--- config.mk ---
export PLATFORM = sky130hd
export DESIGN_NAME = multicycle_control_fsm
export DESIGN_NICKNAME = d
export VERILOG_FILES = /design/src/rtl/multicycle_control_fsm.sv
export SDC_FILE = /design/constraint.sdc
export NUM_CORES = 1
export LEC_CHECK = 0
export BUFFER_PORTS_ARGS = -buffer_cell sky130_fd_sc_hd__buf_2
export CAP_MARGIN = 20
export CELL_PAD_IN_SITES_DETAIL_PLACEMENT = 1
export CELL_PAD_IN_SITES_GLOBAL_PLACEMENT = 2
export CORE_AREA = 4 4 62 64
export CTS_CLUSTER_DIAMETER = 150
export DETAILED_ROUTE_END_ITERATION = 8
export DIE_AREA = 0 0 66 68
export GPL_TIMING_DRIVEN = 1
export PLACE_DENSITY_LB_ADDON = 0.1
export SLEW_MARGIN = 20
export SYNTH_ARGS = -nofsm -noshare
export SYNTH_HDL_FRONTEND = slang
export SYNTH_SLANG_ARGS = --single-unit
export TNS_END_PERCENT = 10
--- constraint.sdc ---
create_clock -name clk -period 1.5 [get_ports clk]
set_input_delay 0.225 -clock clk [delete_from_list [all_inputs] [get_ports clk]]
set_output_delay 0.225 -clock clk [all_outputs]
set_load 0.01 [all_outputs]
--- src/rtl/multicycle_control_fsm.sv ---
// Multicycle control unit for the ARM subset: sequences fetch, decode, execute,
// memory and writeback states, with configurable fetch and memory wait states.
module multicycle_control_fsm #(
    parameter int unsigned FETCH_WAIT = 0,
    parameter int unsigned MEM_WAIT   = 0
) (
    input  logic       clk,
    input  logic       rst_n,
    input  logic [1:0] Op,
    input  logic [5:0] Funct,
    input  logic       CondEx,
    output logic       PCWrite,
    output logic       AdrSrc,
    output logic       MemW,
    output logic       IRWrite,
    output logic       RegW,
    output logic [1:0] ResultSrc,
    output logic       ALUSrcA,
    output logic [1:0] ALUSrcB,
    output logic       ALUOp,
    output logic       Branch,
    output logic [1:0] ImmSrc,
    output logic [1:0] RegSrc,
    output logic       Done,
    output logic       Illegal,
    output logic [3:0] State
);

    typedef enum logic [3:0] {
        StIdle   = 4'd0,
        StFetch  = 4'd1,
        StDecode = 4'd2,
        StMemAdr = 4'd3,
        StMemRd  = 4'd4,
        StMemWb  = 4'd5,
        StMemWr  = 4'd6,
        StExecR  = 4'd7,
        StExecI  = 4'd8,
        StAluWb  = 4'd9,
        StBranch = 4'd10
    } state_t;

    localparam logic [3:0] FetchLim = 4'(FETCH_WAIT);
    localparam logic [3:0] MemLim   = 4'(MEM_WAIT);

    state_t     state_q, state_d;
    logic [3:0] cnt_q, cnt_d;
    logic [3:0] lim;
    logic       waiting;
    logic       last;

    // Funct[4:1] only matter to the ALU decoder, not to sequencing.
    logic unused_funct;
    assign unused_funct = ^Funct[4:1];

    always_ff @(posedge clk or negedge rst_n) begin
        if (!rst_n) begin
            state_q <= StIdle;
            cnt_q   <= 4'd0;
        end else begin
            state_q <= state_d;
            cnt_q   <= cnt_d;
        end
    end

    always_comb begin
        waiting = (state_q == StFetch) || (state_q == StMemRd) || (state_q == StMemWr);
        lim     = (state_q == StFetch) ? FetchLim : MemLim;
        last    = (cnt_q == lim);
    end

    always_comb begin
        state_d = state_q;
        unique case (state_q)
            StIdle:   state_d = StFetch;
            StFetch:  if (last) state_d = StDecode;
            StDecode: begin
                if (Op == 2'b11)            state_d = StFetch;
                else if (!CondEx)           state_d = StFetch;
                else if (Op == 2'b00)       state_d = Funct[5] ? StExecI : StExecR;
                else if (Op == 2'b01)       state_d = StMemAdr;
                else                        state_d = StBranch;
            end
            StMemAdr: state_d = Funct[0] ? StMemRd : StMemWr;
            StMemRd:  if (last) state_d = StMemWb;
            StMemWb:  state_d = StFetch;
            StMemWr:  if (last) state_d = StFetch;
            StExecR:  state_d = StAluWb;
            StExecI:  state_d = StAluWb;
            StAluWb:  state_d = StFetch;
            StBranch: state_d = StFetch;
            default:  state_d = StIdle;
        endcase
    end

    // The counter restarts on every state change so each wait state counts from zero.
    always_comb begin
        cnt_d = cnt_q;
        if (state_d != state_q) begin
            cnt_d = 4'd0;
        end else if (waiting && !last) begin
            cnt_d = cnt_q + 4'd1;
        end
    end

    always_comb begin
        PCWrite   = 1'b0;
        AdrSrc    = 1'b0;
        MemW      = 1'b0;
        IRWrite   = 1'b0;
        RegW      = 1'b0;
        ResultSrc = 2'b00;
        ALUSrcA   = 1'b0;
        ALUSrcB   = 2'b00;
        ALUOp     = 1'b0;
        Branch    = 1'b0;
        Done      = 1'b0;
        Illegal   = 1'b0;
        unique case (state_q)
            StFetch: begin
                ALUSrcA   = 1'b1;
                ALUSrcB   = 2'b10;
                ResultSrc = 2'b10;
                IRWrite   = last;
                PCWrite   = last;
            end
            StDecode: begin
                ALUSrcA   = 1'b1;
                ALUSrcB   = 2'b10;
                ResultSrc = 2'b10;
                if (Op == 2'b11) begin
                    Illegal = 1'b1;
                    Done    = 1'b1;
                end else if (!CondEx) begin
                    Done = 1'b1;
                end
            end
            StMemAdr: ALUSrcB = 2'b01;
            StMemRd:  AdrSrc = 1'b1;
            StMemWb: begin
                ResultSrc = 2'b01;
                RegW      = 1'b1;
                Done      = 1'b1;
            end
            StMemWr: begin
                AdrSrc = 1'b1;
                MemW   = 1'b1;
                Done   = last;
            end
            StExecR: ALUOp = 1'b1;
            StExecI: begin
                ALUSrcB = 2'b01;
                ALUOp   = 1'b1;
            end
            StAluWb: begin
                RegW = 1'b1;
                Done = 1'b1;
            end
            StBranch: begin
                ALUSrcB   = 2'b01;
                ResultSrc = 2'b10;
                Branch    = 1'b1;
                PCWrite   = 1'b1;
                Done      = 1'b1;
            end
            default: ;
        endcase
    end

    assign ImmSrc    = Op;
    assign RegSrc[1] = (Op == 2'b01) && !Funct[0];
    assign RegSrc[0] = (Op == 2'b10);
    assign State     = state_q;

endmodule

## After elaboration in Yosys (flattened, before gate mapping)

Index checks and enable logic that the tools add are counted.

- ROM bits: 0
- Latch bits: 0
- Input bits: 11
- Logic and storage cells: 62
- Bits in writable memories: 0
- Flip-flop bits (word level): 8
- Memories: 0
- Output and inout port bits: 22

- Magnitude comparators: 0
- Shifts and indexed selects: 0
- $mul: 0
- Add/sub/neg operators: 1
- Equality and inequality tests: 14
- Reduce and logical (&&, ||, !) cells: 18
- Multiplexer cells: 27
- Bitwise operators: 0
- Divide/modulo/power cells: 0

Operators with widths:

| operator | number |
|---|---|
| 4-bit two-way mux | 10 |
| 4-bit case mux with 7 select lines | 1 |
| 4-bit by 3-bit equality test with 1-bit output, second input constant | 4 |
| 4-bit equality test, second input constant | 3 |
| 1-bit two-way mux | 11 |
| 3-bit OR reduction | 3 |
| 4-bit by 2-bit equality test with 1-bit output, second input constant | 2 |
| 4-bit logical NOT | 2 |
| 2-bit case mux with 2 select lines | 2 |
| 2-bit OR reduction | 4 |
| 4-bit by 1-bit adder with 4-bit output, second input constant | 1 |
| 2-bit equality test, second input constant | 2 |
| 4-bit by 1-bit equality test with 1-bit output, second input constant | 1 |
| 4-bit != test | 1 |
| 4-bit OR reduction | 1 |
| 1-bit case mux with 3 select lines | 1 |
| 2-bit by 1-bit equality test with 1-bit output, second input constant | 1 |
| 1-bit logical AND | 2 |
| 1-bit logical NOT | 2 |
| 2-bit logical NOT | 1 |
| 1-bit logical OR | 2 |
| 2-bit two-way mux | 1 |
| 1-bit case mux with 2 select lines | 1 |
| 2-bit nonzero test | 1 |

## Depth between registers and ports, before layout

Gate-level depths: netlist of the first run.

- Depth in word-level cells: 8
- Mapped depth: 5
- Gate-level depth less buffers: 5

## Worst setup path before layout of the first run

OpenSTA, ideal clock, no wires.

- Kind: register to output
- Start point: register cnt_q[0]
- End point: output IRWrite
- Arrival: 1342 ps
- Path buffers: 0
- Path slack: -67 ps
- Required time: 1275 ps
- Stages on the path, launching flop included: 5
- Path through: dfrtp_1 > inv_1 > ha_1 > or3b_1 > nor4_1

- Longest elaborated chain between the ends: 2

Ends and longest elaborated chain:

| element | RTL line | text |
|---|---|---|
| start: declaration | 47 | `logic [3:0] cnt_q, cnt_d;` |
| start signal: assignment | 62 | `cnt_q <= cnt_d;` |
| 4-bit logical NOT | 69 | `last = (cnt_q == lim);` |
| 1-bit two-way mux | 119 | `unique case (state_q)` |
| end: declaration | 15 | `output logic IRWrite,` |

No other way between the ends.

## Worst setup path after layout of the first run

- Start point: register cnt_q[0]
- End point: output Done

- Longest elaborated chain between the ends: 2

Ends and longest elaborated chain:

| element | RTL line | text |
|---|---|---|
| 4-bit logical NOT | 69 |  |
| 1-bit case mux with 3 select lines | 119 |  |
| end: declaration | 24 | `output logic Done,` |

No other way between the ends.

==> flow_summary_export.csv, run 1 <==
group,metric,value,unit
outcome,outcome,"finished, violations left",
outcome,violations,"setup timing",
setup_path,crit_chain,"inv_2, ha_4, or3b_4, o21ai_2, a31o_2, buf_6",
setup_path,cp-start-kind,"flip-flop",
placement,io_buffers,28,
cells_and_area,multiInputGateArea,524,µm²
timing,clock.fmax,539,MHz
placement,place_area,971,µm²
grt,grt_pass1_vias,781,
synth,synthesis.nets,94,
timing,post-route-period-util,1.24,
timing,fin_skew,0.00178,ns
synth,synth-seq-area-share,0.298,
die,die_h,68,µm
die,die-area,4490,µm²
cells_and_area,fill_cells,403,
die,die_w,66,µm
synth,synth_seq_cells,8,
cells_and_area,fin_nets,142,
clock_network,clockBufferDepth,2,
cells_and_area,final_common_cell,"buf_2",
power_and_ir_drop,vdd_drop_max,0.704,mV
die,rows,21,
setup_path,critPathCaptureType,"output port",
timing,finalMaxSlewViolations,0,
grt,grt_pass1_wl,3.76,mm
cells_and_area,diodes,0,
route,drtPass1Iterations,2,
clock_network,cts.htree.levels,1,
power_and_ir_drop,power_density,1630,nW/µm²
timing,period_needed,1.85,ns
grt,grt_max_degree,12,
synth,synth_cell_types,35,
clock_network,cts_tree,"built",
timing,fin_ws,-0.354,ns
timing,worst_pin_slew,0.459,ns
die,start_util,0.205,
power_and_ir_drop,p_leak,0.525,nW
synth,synth_cells,81,
route,totalWireLength,2.33,mm
clock_network,clk-insertion-delay-late,0.25,ns
synth,syn_area,672,µm²
clock_network,tritoncts.num_buffers,3,
timing,tns,-1.14,ns
die,core_area,3280,µm²
setup_path,cpMaxStageDelayCell,"or3b_4",
grt,overflow,0,
route,viasPerCell,4.46,
cells_and_area,most-common-layout-cells,"buf_2 (27), buf_4 (17), nor2_1 (7)",
clock_network,cts.reportedPaths.clkPinSlew,0.05,ns
setup_path,cp_max_fo,3,
cells_and_area,final_area,1140,µm²
route,avgRoutedWirePerCell,13.5,µm
route,num_vias,771,
placement,place_congestion,0.740,
route,drtAntennaViolNets,0,
setup_path,cp.required,1.27,ns
timing,hold_slack,0.341,ns
grt,antenna_found_initial,0,
timing,finalSetupViolCount,13,
grt,track_usage,0.107,
cells_and_area,layout-drive-gt1-share,0.622,
clock_network,cts-root-buf,"clkbuf_4",
synth,syn_area_per_cell,8.29,µm²
die,io_pins,33,
setup_path,max_stage_delay,0.41,ns
placement,dp_hpwl,1.83,mm
cells_and_area,syn_to_final_growth,69.1,%
cells_and_area,seq_area,203,µm²
setup_path,crit_type,"reg2out",
timing,rsz0062_at_grt,"yes",
timing,finalHoldViolations,0,
min_path,hold_path.class,"in2reg",
flow_run,drv_cap,0,
setup_path,critPathArrivalTime,1.63,ns
clock_network,clock-sinks,8,
synth,yosys_warnings,0,
route,dr.first_iter.drc_count,15,
route,drc_errors,0,
timing,slew_headroom,0.693,
==> flip-flops by register name (all words and copies together), names as in the netlist <==
register / cells
State: 4
cnt_q: 4
==> power by group <==
group	leakage [nW]	internal (mW)	total [mW]	switching, mW
sequential	0.105	0.266	0.376	0.110
clock	0.0138	0.0913	0.160	0.0686
combinational	0.406	0.694	1.32	0.623
total	0.525	1.05	1.85	0.801
==> Yosys cell counts, drive strengths merged <==
cell type  instances  share of area
o32ai              2          0.026
inv                3          0.017
a32oi              1          0.013
o21ai              1         0.0074
or2b               1          0.011
nor2              12          0.067
nor3b              3          0.034
nand3b             1          0.011
nor4               2          0.019
nand4b             1          0.013
ha                 2          0.037
a211o              2          0.028
o32a               1          0.017
a31o               1          0.013
o21a               2          0.022
nor2b              4          0.037
dfrtp              8           0.30
nand3              2          0.015
nor4b              1          0.013
a21boi             2          0.022
o31ai              1          0.011
xnor2              1          0.013
xor2               1          0.013
a21oi              4          0.030
clkbuf             1         0.0056
nand2b             9          0.084
or3b               3          0.043
o22ai              1         0.0093
nand2              3          0.017
buf                5          0.054
==> final cells by class <==
type / instances / area share
inverters: 3 / 0.00991
well taps: 46 / 0.0507
repair buffers: 49 / 0.280
multi-input cells: 64 / 0.461
flip-flops and latches: 8 / 0.178
clock buffers: 3 / 0.0198
==> metal layers <==
layer	up-vias	GRT usage	part of all wire
met5	-	0	0
li1	379	-	-
met1	376	0.152	0.48
met2	14	0.163	0.47
met4	0	0.0305	0.0051
met3	2	0.0230	0.038
==> stage by stage <==
| step | util | total power [mW] | setup slack [ns] | instances |
|---|---|---|---|---|
| floorplan | - | 0.966 | -0.0521 | 81 |
| global placement | 0.296 | 1.48 | -0.177 | 167 |
| detailed placement | 0.296 | 1.47 | -0.225 | 167 |
| CTS | 0.329 | 1.81 | -0.408 | 172 |
| global route | 0.346 | 2.01 | -0.425 | 173 |
| finish | 0.346 | 1.85 | -0.354 | 173 |
==> repair_timing <==
item / 4_1_cts / 5_1_grt
endpoints found under the hold margin: 8 / 0
setup buffers: 1 / 1
endpoints found under the setup margin: 13 / 19
gates resized for setup: 21 / 12
hold buffers: 1 / 0
pin swaps: 2 / 1
==> kinds of logic after synthesis <==
family / share of synthesized area
and+or+nand+nor: 0.363
AOI/OAI and AO/OA: 0.199
buffers and inverters: 0.0763
DFF: 0.298
xor gates and xnor gates: 0.0261
adders and majority gates: 0.0372
==> final timing paths <==
path	startpoint	end	slack, ns	cells past startpoint
hold reg to reg	cnt_q[0]	cnt_q[0]	0.65	3
hold / removal	Funct[0]	State[1]	0.34	3
setup / recovery	cnt_q[0]	Done	-0.35	6
min in group asynchronous	rst_n	cnt_q[1]	0.35	2
max in group asynchronous	rst_n	State[0]	0.96	2
setup reg to reg	cnt_q[0]	State[1]	-0.07	6
==> critical path, delay by kind of cell, from the launching register on <==
family | cells | cell delay, ns
simple gates | 1 | 0.41
flops | 1 | 0.38
compound gates | 2 | 0.29
buf+inv | 2 | 0.17
fa+ha+maj | 1 | 0.13
Note: power is estimated with default switching activity, not from simulation.
==> inputs of run 2 (changes only) <==
--- a/config.mk
+++ b/config.mk
@@ -15,6 +15,7 @@
 export DIE_AREA = 0 0 66 68
 export GPL_TIMING_DRIVEN = 1
 export PLACE_DENSITY_LB_ADDON = 0.1
+export REMOVE_ABC_BUFFERS = 1
 export SLEW_MARGIN = 20
 export SYNTH_ARGS = -nofsm -noshare
 export SYNTH_HDL_FRONTEND = slang
==> run 2 against run 1 <==
Effect of this change: the flow still finishes with violations (setup timing); utilization grew 0.15 points; design area grew 0.44%; flip-flop and latch count is the same; clock skew shrank 0.0015 ns; total power grew 2.6%; clock power grew 6%; first-iteration DRC count grew 13%; fmax shrank 1.5%; sequential share of layout area grew 0.14 points; hold slack lost 0.043 ns; critical path type unchanged.
==> flow_summary_export.csv, run 2 (synthesized netlist as in run 1, its figures left out) <==
group,metric,value,unit
outcome,outcome,"finished, violations left",
outcome,violations,"setup timing",
setup_path,cp.required,1.27,ns
die,start_util,0.205,
route,viasPerCell,4.40,
setup_path,worstSetupStartpoint,"cnt_q[0]",
setup_path,critPathCaptureType,"output port",
clock_network,tritoncts.num_buffers,3,
route,num_vias,765,
die,die_h,68,µm
route,totalWireLength,2.31,mm
grt,antenna_found_initial,0,
route,dr.first_iter.drc_count,17,
die,io_pins,33,
placement,dp_cells,169,
route,drc_errors,0,
grt,grt_pass1_wl,3.91,mm
timing,finalHoldViolations,0,
setup_path,cp_max_fo,3,
setup_path,r2r_slack,-0.07,ns
cells_and_area,fin_nets,143,
setup_path,crit_chain,"inv_1, ha_2, or3b_4, o21ai_2, a31o_2, buf_6",
timing,rsz0062_at_grt,"yes",
power_and_ir_drop,power_density,1670,nW/µm²
power_and_ir_drop,vdd_drop_max,0.680,mV
setup_path,cp-endpoint,"Done",
timing,finalMaxSlewViolations,0,
setup_path,max_stage_delay,0.41,ns
flow_run,drv_cap,0,
clock_network,cts-root-buf,"clkbuf_4",
setup_path,r2r-start,"cnt_q[0]",
timing,fin_ws,-0.382,ns
power_and_ir_drop,power,1.90,mW
timing,fin_skew,0.000290,ns
setup_path,path_buf_inv,2,
setup_path,reg2reg_to,"State[1]",
cells_and_area,fin_cells,174,
timing,finalSetupViolCount,10,
cells_and_area,most-common-layout-cells,"buf_2 (26), buf_4 (18), nor2_1 (8)",
placement,place_congestion,0.696,
setup_path,cp_num_cells,6,
timing,worst_pin_slew,0.303,ns
timing,slew_headroom,0.798,
die,core_area,3280,µm²
clock_network,cts_tree,"built",
setup_path,cp-start-kind,"flip-flop",
grt,grt_pass1_vias,790,
setup_path,critPathArrivalTime,1.66,ns
placement,io_buffers,28,
timing,period_needed,1.88,ns
cells_and_area,diodes,0,
clock_network,clock-sinks,8,
cells_and_area,final_common_cell,"buf_2",
timing,clock.fmax,531,MHz
cells_and_area,layout-drive-gt1-share,0.617,
cells_and_area,syn_to_final_growth,69.8,%
grt,overflow,0,
cells_and_area,fill_cells,408,
die,die-area,4490,µm²
placement,dp_hpwl,1.86,mm
route,avgRoutedWirePerCell,13.3,µm
clock_network,clockBufferDepth,2,
setup_path,cpMaxStageDelayCell,"or3b_4",
grt,grt_max_degree,14,
route,drtAntennaViolNets,0,
setup_path,cpLargestDelayFamily,"simple AND/OR/NAND/NOR gates",
route,drtPass1Iterations,4,
setup_path,reg2reg_depth,6,
setup_path,crit_type,"reg2out",
clock_network,cts.htree.levels,1,
clock_network,cts.reportedPaths.clkPinSlew,0.06,ns
grt,track_usage,0.112,
timing,hold_slack,0.298,ns
die,rows,21,
power_and_ir_drop,p_leak,0.523,nW
clock_network,clk-insertion-delay-late,0.25,ns
die,die_w,66,µm
placement,pre_cts_ws,-0.217,ns
timing,post-route-period-util,1.25,
min_path,hold_path.class,"in2reg",
[run 2: cell type report]
type                    instances  area (µm²)  area share
well taps                      46        57.6      0.0504
flip-flops and latches          8         205       0.180
clock buffers                   3        22.5      0.0197
multi-input cells              64         513       0.450
repair buffers                 50         332       0.291
inverters                       3        11.3     0.00987
[run 2: worst min-delay path by stage]
| stage | from | to | slack (ns) | cells after the start |
|---|---|---|---|---|
| global route | Funct[0] | State[1] | 0.31 | 3 |
| detailed placement | rst_n | cnt_q[0] | 0.08 | 1 |
| finish | Funct[0] | State[1] | 0.30 | 3 |
| floorplan | rst_n | State[0] | -0.07 | 0 |
| global placement | rst_n | cnt_q[1] | 0.08 | 1 |
| CTS | Funct[0] | State[1] | 0.31 | 3 |
[run 2: worst reg2reg max path, delay by kind of cell, from the launching register on]
| family | cells | cell delay (ns) |
|---|---|---|
| AND/OR/NAND/NOR | 1 | 0.41 |
| flip-flops | 1 | 0.38 |
| AO/OA/AOI/OAI | 2 | 0.32 |
| buffers and inverters | 2 | 0.21 |
| adder cells (fa/ha/maj) | 1 | 0.17 |
[run 2: metal layers]
layer | wire length [µm] | part of all wire | GRT usage | up-vias
met3 | 154 | 0.067 | 0.0148 | 2
met1 | 1080 | 0.47 | 0.158 | 355
met2 | 1070 | 0.46 | 0.176 | 25
met5 | 0 | 0 | 0 | -
li1 | - | - | - | 383
met4 | 4 | 0.0017 | 0.0381 | 0
[run 2: power by group]
group	internal, mW	total (mW)	switching (mW)
sequential	0.270	0.389	0.119
combinational	0.726	1.34	0.617
clock	0.0919	0.170	0.0781
total	1.09	1.90	0.814
[run 2: repair_timing]
action                                  4_1_cts  5_1_grt
pin swaps                                     3        2
endpoints found under the setup margin       15       16
gates resized for setup                      20       13
endpoints found under the hold margin         8        0
hold buffers                                  1        0
buffers inserted                              1        0
[run 2: stage by stage]
step                TNS (ns)  area, µm²  utilization
floorplan             -0.105        632            -
global placement      -0.458        980        0.298
detailed placement    -0.517        980        0.298
CTS                    -1.87       1090        0.333
global route           -2.72       1140        0.347
finish                 -1.40       1140        0.347
==> inputs of run 3 (changes only) <==
--- a/config.mk
+++ b/config.mk
@@ -9,10 +9,11 @@
 export CAP_MARGIN = 20
 export CELL_PAD_IN_SITES_DETAIL_PLACEMENT = 1
 export CELL_PAD_IN_SITES_GLOBAL_PLACEMENT = 2
-export CORE_AREA = 4 4 62 64
+export CORE_AREA = 4 4 61 63
+export CTS_BUF_LIST = sky130_fd_sc_hd__clkbuf_8
 export CTS_CLUSTER_DIAMETER = 150
 export DETAILED_ROUTE_END_ITERATION = 8
-export DIE_AREA = 0 0 66 68
+export DIE_AREA = 0 0 65 67
 export GPL_TIMING_DRIVEN = 1
 export PLACE_DENSITY_LB_ADDON = 0.1
 export REMOVE_ABC_BUFFERS = 1
==> run 3 against run 2 <==
Effect of this change: the flow still finishes with violations (setup timing); sequential share of layout area down 0.64 points; design area up 3.1%; global-route usage down 0.19 points; via count up 1.6%; critical endpoint unchanged; first-iteration DRC count up 12%; setup slack better by 0.018 ns; sequential power down 4%; clock skew up 0.0044 ns; flip-flop and latch count unchanged.
==> flow_summary_export.csv, run 3 (synthesized netlist as in run 1, its figures left out) <==
group,metric,value,unit
power_and_ir_drop,p_switching,0.829,mW
flow_run,drv_cap,0,
timing,finalSetupViolCount,9,
power_and_ir_drop,seq_power_share,0.185,
timing,tns,-1.15,ns
clock_network,clk-insertion-delay-late,0.23,ns
setup_path,critPathCaptureType,"output port",
timing,period_needed,1.86,ns
cells_and_area,most-common-layout-cells,"buf_2 (27), buf_4 (21), nor2_1 (9)",
clock_network,tritoncts.num_buffers,3,
grt,grt_pass1_wl,3.68,mm
die,die_h,67,µm
timing,fin_ws,-0.364,ns
setup_path,reg2reg_depth,6,
cells_and_area,final_common_cell,"buf_2",
route,viasPerCell,4.39,
setup_path,critPathArrivalTime,1.64,ns
clock_network,clock-sinks,8,
min_path,hold_path.class,"in2reg",
grt,antenna_found_initial,0,
power_and_ir_drop,power,2.02,mW
grt,grt_max_degree,11,
timing,clock.fmax,537,MHz
route,drtPass1Iterations,4,
timing,slew_headroom,0.815,
outcome,outcome,"finished, violations left",
setup_path,crit_chain,"inv_1, ha_2, or3b_4, o21ai_2, a31o_2, buf_6",
die,io_pins,33,
min_path,holdPathStages,3,
timing,hold_slack,0.347,ns
timing,finalHoldViolations,0,
power_and_ir_drop,combPwrFrac,0.686,
power_and_ir_drop,switching_share,0.411,
cells_and_area,diodes,0,
timing,finalMaxSlewViolations,0,
cells_and_area,fin_cells,177,
power_and_ir_drop,power_density,1710,nW/µm²
cells_and_area,syn_to_final_growth,75.0,%
setup_path,cp-start-kind,"flip-flop",
power_and_ir_drop,p_int,1.19,mW
clock_network,cts_tree,"built",
placement,dp_hpwl,1.84,mm
clock_network,cts.htree.levels,1,
placement,dp_cells,172,
outcome,violations,"setup timing",
setup_path,path_buf_inv,2,
clock_network,cts.reportedPaths.clkPinSlew,0.04,ns
route,totalWireLength,2.27,mm
grt,overflow,0,
route,drc_errors,0,
placement,io_buffers,28,
clock_network,clockBufferDepth,2,
placement,place_congestion,0.726,
cells_and_area,fin_nets,146,
route,dr.first_iter.drc_count,19,
grt,grt_pass1_vias,777,
power_and_ir_drop,vdd_drop_max,0.831,mV
timing,rsz0062_at_grt,"yes",
timing,fin_skew,0.00469,ns
die,start_util,0.208,
route,avgRoutedWirePerCell,12.8,µm
setup_path,cp_max_fo,3,
cells_and_area,final_util,0.364,
grt,track_usage,0.110,
setup_path,crit_type,"reg2out",
die,core_area,3230,µm²
timing,worst_pin_slew,0.277,ns
setup_path,max_stage_delay,0.41,ns
placement,pre_cts_ws,-0.191,ns
cells_and_area,layout-drive-gt1-share,0.626,
clock_network,cts-root-buf,"clkbuf_8",
die,die-area,4360,µm²
setup_path,cpLargestDelayFamily,"simple AND/OR/NAND/NOR gates",
cells_and_area,final_area,1180,µm²
die,rows,21,
placement,place_area,1000,µm²
power_and_ir_drop,pwr-share-clk,0.129,
setup_path,cpMaxStageDelayCell,"or3b_4",
setup_path,cp_num_cells,6,
power_and_ir_drop,p_leak,0.545,nW
die,die_w,65,µm
route,drtAntennaViolNets,0,
setup_path,cp.required,1.27,ns
timing,post-route-period-util,1.24,
route,num_vias,777,
-- run 3: worst min-delay path: stages --
cell and delay [ns]:
buf_2 0.09, o32a_2 0.15, o22ai_2 0.07
-- run 3: layout make-up --
| class | instances | area, µm² |
|---|---|---|
| flip-flops and latches | 8 | 204 |
| well taps | 46 | 57.6 |
| inverters | 3 | 11.3 |
| multi-input cells | 64 | 514 |
| fillers | 400 | 2060 |
| repair buffers | 53 | 348 |
| clock buffers | 3 | 41.3 |
-- run 3: worst paths after layout --
| path | startpoint | slack (ns) | end |
|---|---|---|---|
| setup / recovery | cnt_q[0] | -0.36 | Done |
| hold / removal | Funct[0] | 0.35 | State[1] |
| setup reg to reg | cnt_q[0] | -0.11 | State[1] |
| hold reg to reg | cnt_q[0] | 0.63 | cnt_q[0] |
| max in group asynchronous | rst_n | 0.95 | State[1] |
| min in group asynchronous | rst_n | 0.36 | cnt_q[0] |
-- run 3: layer usage --
layer,vias to the layer above,GRT usage,part of all wire
met5,-,0,0
li1,388,-,-
met2,20,0.172,0.44
met3,3,0.0270,0.060
met4,0,0.0396,0.012
met1,366,0.146,0.48
-- run 3: timing repair --
action / CTS / global route
pin swaps: 4 / 5
gates resized for setup: 20 / 12
hold buffers: 1 / 0
endpoints found under the hold margin: 8 / 0
endpoints found under the setup margin: 14 / 16
setup buffers: 0 / 1
-- run 3: power by group through the flow --
stage / combinational, mW / clock (mW) / sequential (mW)
after floorplan: 0.502 / 0 / 0.396
final: 1.38 / 0.260 / 0.373
after global placement: 1.19 / 0 / 0.343
after CTS: 1.33 / 0.269 / 0.363
after global routing: 1.51 / 0.280 / 0.382
after detailed placement: 1.20 / 0 / 0.344
